## config.mk

```make
export PLATFORM = sky130hd
export DESIGN_NAME = div_sequencer
export DESIGN_NICKNAME = d
export VERILOG_FILES = /design/src/rtl/div_sequencer.sv
export SDC_FILE = /design/constraint.sdc
export NUM_CORES = 1
export LEC_CHECK = 0
export BUFFER_PORTS_ARGS = -buffer_cell sky130_fd_sc_hd__buf_2
export CORE_ASPECT_RATIO = 0.6
export CORE_UTILIZATION = 61
export CTS_BUF_LIST = sky130_fd_sc_hd__clkbuf_8
export DETAILED_ROUTE_END_ITERATION = 8
export GPL_ROUTABILITY_DRIVEN = 1
export HOLD_SLACK_MARGIN = 0.06
export PLACE_DENSITY = 0.87
export SLEW_MARGIN = 30
export SYNTH_ARGS = -nofsm -noshare
export SYNTH_HDL_FRONTEND = slang
export SYNTH_SLANG_ARGS = --single-unit
```

## constraint.sdc

```tcl
create_clock -name clk -period 4.33 [get_ports clk]
set_input_delay 0.433 -clock clk [delete_from_list [all_inputs] [get_ports clk]]
set_output_delay 0.433 -clock clk [all_outputs]
set_load 0.02 [all_outputs]
```

## src/rtl/div_sequencer.sv

```systemverilog
// Multi-cycle RV32M DIV/DIVU/REM/REMU sequencer: radix-2 restoring division
// with a short path for divide-by-zero, signed overflow and bad op selects.
module div_sequencer #(
    parameter int WIDTH = 32
) (
    input  logic             clk,
    input  logic             rst_n,
    input  logic             start_valid,
    output logic             start_ready,
    input  logic             op_div,
    input  logic             op_divu,
    input  logic             op_rem,
    input  logic             op_remu,
    input  logic [WIDTH-1:0] dividend,
    input  logic [WIDTH-1:0] divisor,
    input  logic             flush,
    output logic             result_valid,
    input  logic             result_ready,
    output logic [WIDTH-1:0] result,
    output logic             busy
);

    localparam int CW = $clog2(WIDTH);

    typedef enum logic [1:0] {IDLE, CALC, FIX, DONE} state_t;

    state_t           state, state_nxt;
    logic [WIDTH-1:0] rem, quo, dmag, result_q;
    logic [CW-1:0]    cnt;
    logic             want_rem, neg_q, neg_r;

    // Request decode, only meaningful while accepting
    logic             accept, onehot, req_signed, req_rem, a_neg, b_neg;
    logic             div_zero, ovf, corner;
    logic [WIDTH-1:0] a_mag, b_mag, corner_val;

    assign accept     = start_valid & (state == IDLE) & ~flush;
    assign onehot     = $onehot({op_div, op_divu, op_rem, op_remu});
    assign req_signed = op_div | op_rem;
    assign req_rem    = op_rem | op_remu;
    assign a_neg      = req_signed & dividend[WIDTH-1];
    assign b_neg      = req_signed & divisor[WIDTH-1];
    assign a_mag      = a_neg ? -dividend : dividend;
    assign b_mag      = b_neg ? -divisor : divisor;
    assign div_zero   = (divisor == '0);
    assign ovf        = req_signed & (dividend == {1'b1, {(WIDTH-1){1'b0}}}) & (&divisor);
    assign corner     = ~onehot | div_zero | ovf;

    always_comb begin
        corner_val = '0;
        if (!onehot)       corner_val = '0;
        else if (div_zero) corner_val = req_rem ? dividend : '1;
        else if (ovf)      corner_val = req_rem ? '0 : dividend;
    end

    // One restoring step; the extra bit keeps the shifted remainder exact
    // when the divisor magnitude uses the full width.
    logic [WIDTH:0] partial, trial;
    assign partial = {rem, quo[WIDTH-1]};
    assign trial   = partial - {1'b0, dmag};

    always_comb begin
        state_nxt = state;
        case (state)
            IDLE: if (accept) state_nxt = corner ? DONE : CALC;
            CALC: if (cnt == CW'(WIDTH-1)) state_nxt = FIX;
            FIX:  state_nxt = DONE;
            DONE: if (result_ready) state_nxt = IDLE;
            default: state_nxt = IDLE;
        endcase
        if (flush) state_nxt = IDLE;
    end

    always_ff @(posedge clk or negedge rst_n) begin
        if (!rst_n) state <= IDLE;
        else        state <= state_nxt;
    end

    always_ff @(posedge clk or negedge rst_n) begin
        if (!rst_n) begin
            rem      <= '0;
            quo      <= '0;
            dmag     <= '0;
            cnt      <= '0;
            want_rem <= 1'b0;
            neg_q    <= 1'b0;
            neg_r    <= 1'b0;
            result_q <= '0;
        end else begin
            if (accept) begin
                rem      <= '0;
                quo      <= a_mag;
                dmag     <= b_mag;
                cnt      <= '0;
                want_rem <= req_rem;
                neg_q    <= a_neg ^ b_neg;
                neg_r    <= a_neg;
                if (corner) result_q <= corner_val;
            end else if (state == CALC) begin
                quo <= {quo[WIDTH-2:0], ~trial[WIDTH]};
                rem <= trial[WIDTH] ? partial[WIDTH-1:0] : trial[WIDTH-1:0];
                cnt <= cnt + 1'b1;
            end else if (state == FIX && !flush) begin
                result_q <= want_rem ? (neg_r ? -rem : rem) : (neg_q ? -quo : quo);
            end
        end
    end

    assign start_ready  = (state == IDLE);
    assign result_valid = (state == DONE);
    assign busy         = (state != IDLE);
    assign result       = result_q;

endmodule

```

==> impl_results.md <==
- Outcome: finished, final reports clean
- Fillers: between 1000 and 1500
- Post-layout util: 70.1%
- Final WL: 32900 um
- CTS sink count: approximately 140
- Max IR drop VDD: 0.667 mV
- Routability Congestion: a little over 0.9
- Pint: about 5.4 mW
- Commonest non-fill, non-tap cell in the layout: o21ai_0
- Gate power share: 63.9%
- Die area: ~19000 um^2
- Wirelength per Cell: slightly below 20 um
- Total GRT Usage: around 36%
- Switching share of total power: about half
- Crit Reg-Reg Endpoint: rem[31]
- Measured slew at the worst slew-check pin: just under 0.9 ns
- Minimum clock period: about 3.7 ns
- Via/cell ratio: roughly 6.5
- Post_cts resized: 0
- Max Freq: ~0.27 GHz
- Port bufs: ~110
- Post-Synthesis Cells: approximately 1400
- Slowest CP cell: or3b_2
- Register share of total power: 25.6%
- Die Height: ~110 um
- Clk buf depth: 2
- Count of cell types in the netlist: 63
- Post-synth EDFFs: 0
- Share of post-route cells with drive strength above 1: 12.8%
- Leakage power: 5.21 nW
- Slew margin rel.: ~42%
- RR Startpoint: quo[31]
- Chip width: about 180 um
- Initial Util: a little under two thirds
- Critical Path RT: around 4.7 ns
- Worst min path class: in2reg
- Worst stage delay on the critical path: ~0.51 ns
- Critical Path AT: 4.08 ns
- Final hold vios: 0
- Syn avg cell area: approximately 8.1 um^2
- Register area share after synthesis: 31.2%
- Post-DP HPWL: 23800 um
- Initial antenna violation count: 0
- Row Count: 37
- Drt pass-1 iters: 6
- Critical path endpoint: rem[31]
- Vias in the first global route: between 10000 and 15000
- Clock power frac: between 10% and 20%
- Setup crit start kind: register
- Largest net degree at the start of global routing: between 100 and 150
- Max Slew Vio Count: 0
- Ant. Diodes: 0
- Setup CP Type: reg2reg
- Cell Area, Synth: between 10000 and 15000 um^2
- Clock slew at reported path FFs: about 0.090 ns
- Sw Pwr: 5.47 mW
- Top Ports: between 100 and 150
- Antenna-violating nets left: 0
- Crit Path Max Fanout: 25
- Final nets: around 1600
- Async set or reset register ratio after synthesis: between 90% and 100%
- Gr ovfl total: 0
- Net Count, Synth: 1482
- Unrepaired setup endpoints after global routing: false
- Cells along the critical path: inv_1 -> ha_1 -> fa_1 -> nand2b_1 -> a21oi_1 -> o21ai_0 -> a21oi_1 -> o21ai_0 -> a31o_2 -> xor2_4 -> buf_4 -> or3b_2 -> a31oi_1
- Power Density: roughly 900 nW/um^2
- DRC: 0
- Root buffer cell: clkbuf_8
- Reg-to-reg slack, setup: roughly 0.64 ns
- Worst Setup SP: quo[31]
- Worst reg2reg path depth: 13
- Via count: about 11000
- Element type at the critical path end: register
- H-tree Lvls: 4
- Max-cap violations: 0
- Tcrit/Tclk final: between 80% and 90%
- Clk_lat worst skew: ~0.48 ns
- Skew final: roughly 0.019 ns
- Most frequent cells in the layout: o21ai_0, nand2_1, dfrtp_1
- Inserted Clock Buffers: 17
- Synth Flop Type: dfrtp_1
- Synth warn: 0
- Worst hold margin: 0.190 ns
- TritonCTS clock tree: built
- First-pass GRT wire length: roughly 53000 um
- Final number of setup-violating endpoints: 0
- Number of synthesized register bits: around 140
- Setup_tns: 0 ns
- DR iter-0 viols: 1309
- Layout area overhead: 10.6%
- Placeable Area: about 17000 um^2
sequential cells by signal, summed over array words and instances, names as in the netlist:
register,flops
cnt,5
dmag,32
neg_q,1
neg_r,1
quo,32
rem,32
result,32
state,2
want_rem,1
synthesized netlist by cell type (all sizes together), types with 7 or more instances:
library cell / instances / area share [%]
nand3: 12 / 0.54
o41ai: 13 / 1.1
o221ai: 15 / 1.2
nor2b: 15 / 0.85
nor4: 13 / 0.98
or3: 20 / 1.1
o21a: 18 / 1.2
buf: 15 / 0.68
xor2: 68 / 5.4
nand2: 138 / 4.7
mux2i: 57 / 5.2
o211ai: 12 / 0.81
nor2: 104 / 3.5
and2: 7 / 0.40
a211oi: 14 / 0.95
o31ai: 36 / 2.6
ha: 46 / 5.2
or4: 10 / 0.71
o21bai: 9 / 0.61
nand2b: 11 / 0.62
nand4: 18 / 1.0
inv: 62 / 2.1
a31oi: 19 / 1.1
o21ai: 172 / 7.8
dfrtp: 138 / 31
a21oi: 91 / 4.1
xnor2: 82 / 6.5
clkbuf: 60 / 2.0
nor3: 28 / 1.3
repair_timing:
item,in CTS,in global routing
hold endpoints to repair,10,0
hold buffers,1,0
buffers inserted,0,0
metrics by stage:
| step | instance area, um^2 | setup slack, ns | instances | power, mW |
|---|---|---|---|---|
| 2_1_floorplan | 11100 | 1.09 | 1361 | 7.73 |
| 3_3_place_gp | 11800 | 0.763 | 1648 | 9.28 |
| 3_5_place_dp | 11800 | 0.618 | 1648 | 9.48 |
| 4_1_cts | 12200 | 0.727 | 1681 | 10.7 |
| 5_1_grt | 12200 | 0.398 | 1681 | 11.7 |
| 6_report | 12200 | 0.640 | 1681 | 10.9 |
worst min-delay path by stage:
stage | startpoint | endpoint | slack [ns] | depth (start not counted)
finish | flush | state[0] | 0.19 | 2
global route | flush | state[0] | 0.19 | 2
CTS | flush | state[0] | 0.18 | 2
detailed placement | dmag[27] | dmag[27] | 0.48 | 2
global placement | dmag[15] | dmag[15] | 0.46 | 2
floorplan | rst_n | cnt[0] | 0.14 | 0
final cells by class:
type / instances / area [um^2] / area share (%)
Clock buffer: 17 / 234 / 1.91
Clock inverter: 15 / 175 / 1.43
Inverter: 62 / 233 / 1.90
Multi-Input combinational cell: 1086 / 7110 / 58.2
Sequential cell: 138 / 3460 / 28.3
Tap cell: 234 / 293 / 2.39
Timing Repair Buffer: 129 / 726 / 5.93
per-layer routing:
metal | vias to the layer above | wire length, um | part of all wire [%] | global-route usage [%]
li1 | 5022 | - | - | -
met1 | 5190 | 15000 | 46 | 54.5
met2 | 614 | 13400 | 41 | 49.9
met3 | 47 | 4110 | 12 | 11.2
met4 | 0 | 367 | 1.1 | 8.39
met5 | - | 0 | 0 | 0
worst max-delay path: cells and delay by family, from the launching register on:
kind	cells	cell delay, ns
compound gates	6	1.38
simple gates	2	0.69
fa+ha+maj	2	0.63
flops	1	0.41
buf+inv	2	0.34
xor+xnor	1	0.15
power by group through the flow:
stage	Combinational [mW]	Sequential [mW]	Clock, mW
after CTS	6.81	2.74	1.14
after global routing	7.62	2.87	1.20
after floorplan	5.13	2.60	0
after global placement	6.56	2.72	0
final	6.95	2.79	1.14
after detailed placement	6.73	2.75	0
kinds of logic after synthesis:
logic type | after synthesis | synth area share (%)
adder cells (fa/ha/maj) | 48 | 5.57
flip-flops | 138 | 31.2
multiplexers | 60 | 5.47
XOR/XNOR | 150 | 11.9
buffers and inverters | 137 | 4.82
AO/OA/AOI/OAI | 431 | 23.9
AND/OR/NAND/NOR | 397 | 17.1
No activity file was read; power rests on OpenSTA's default activity.
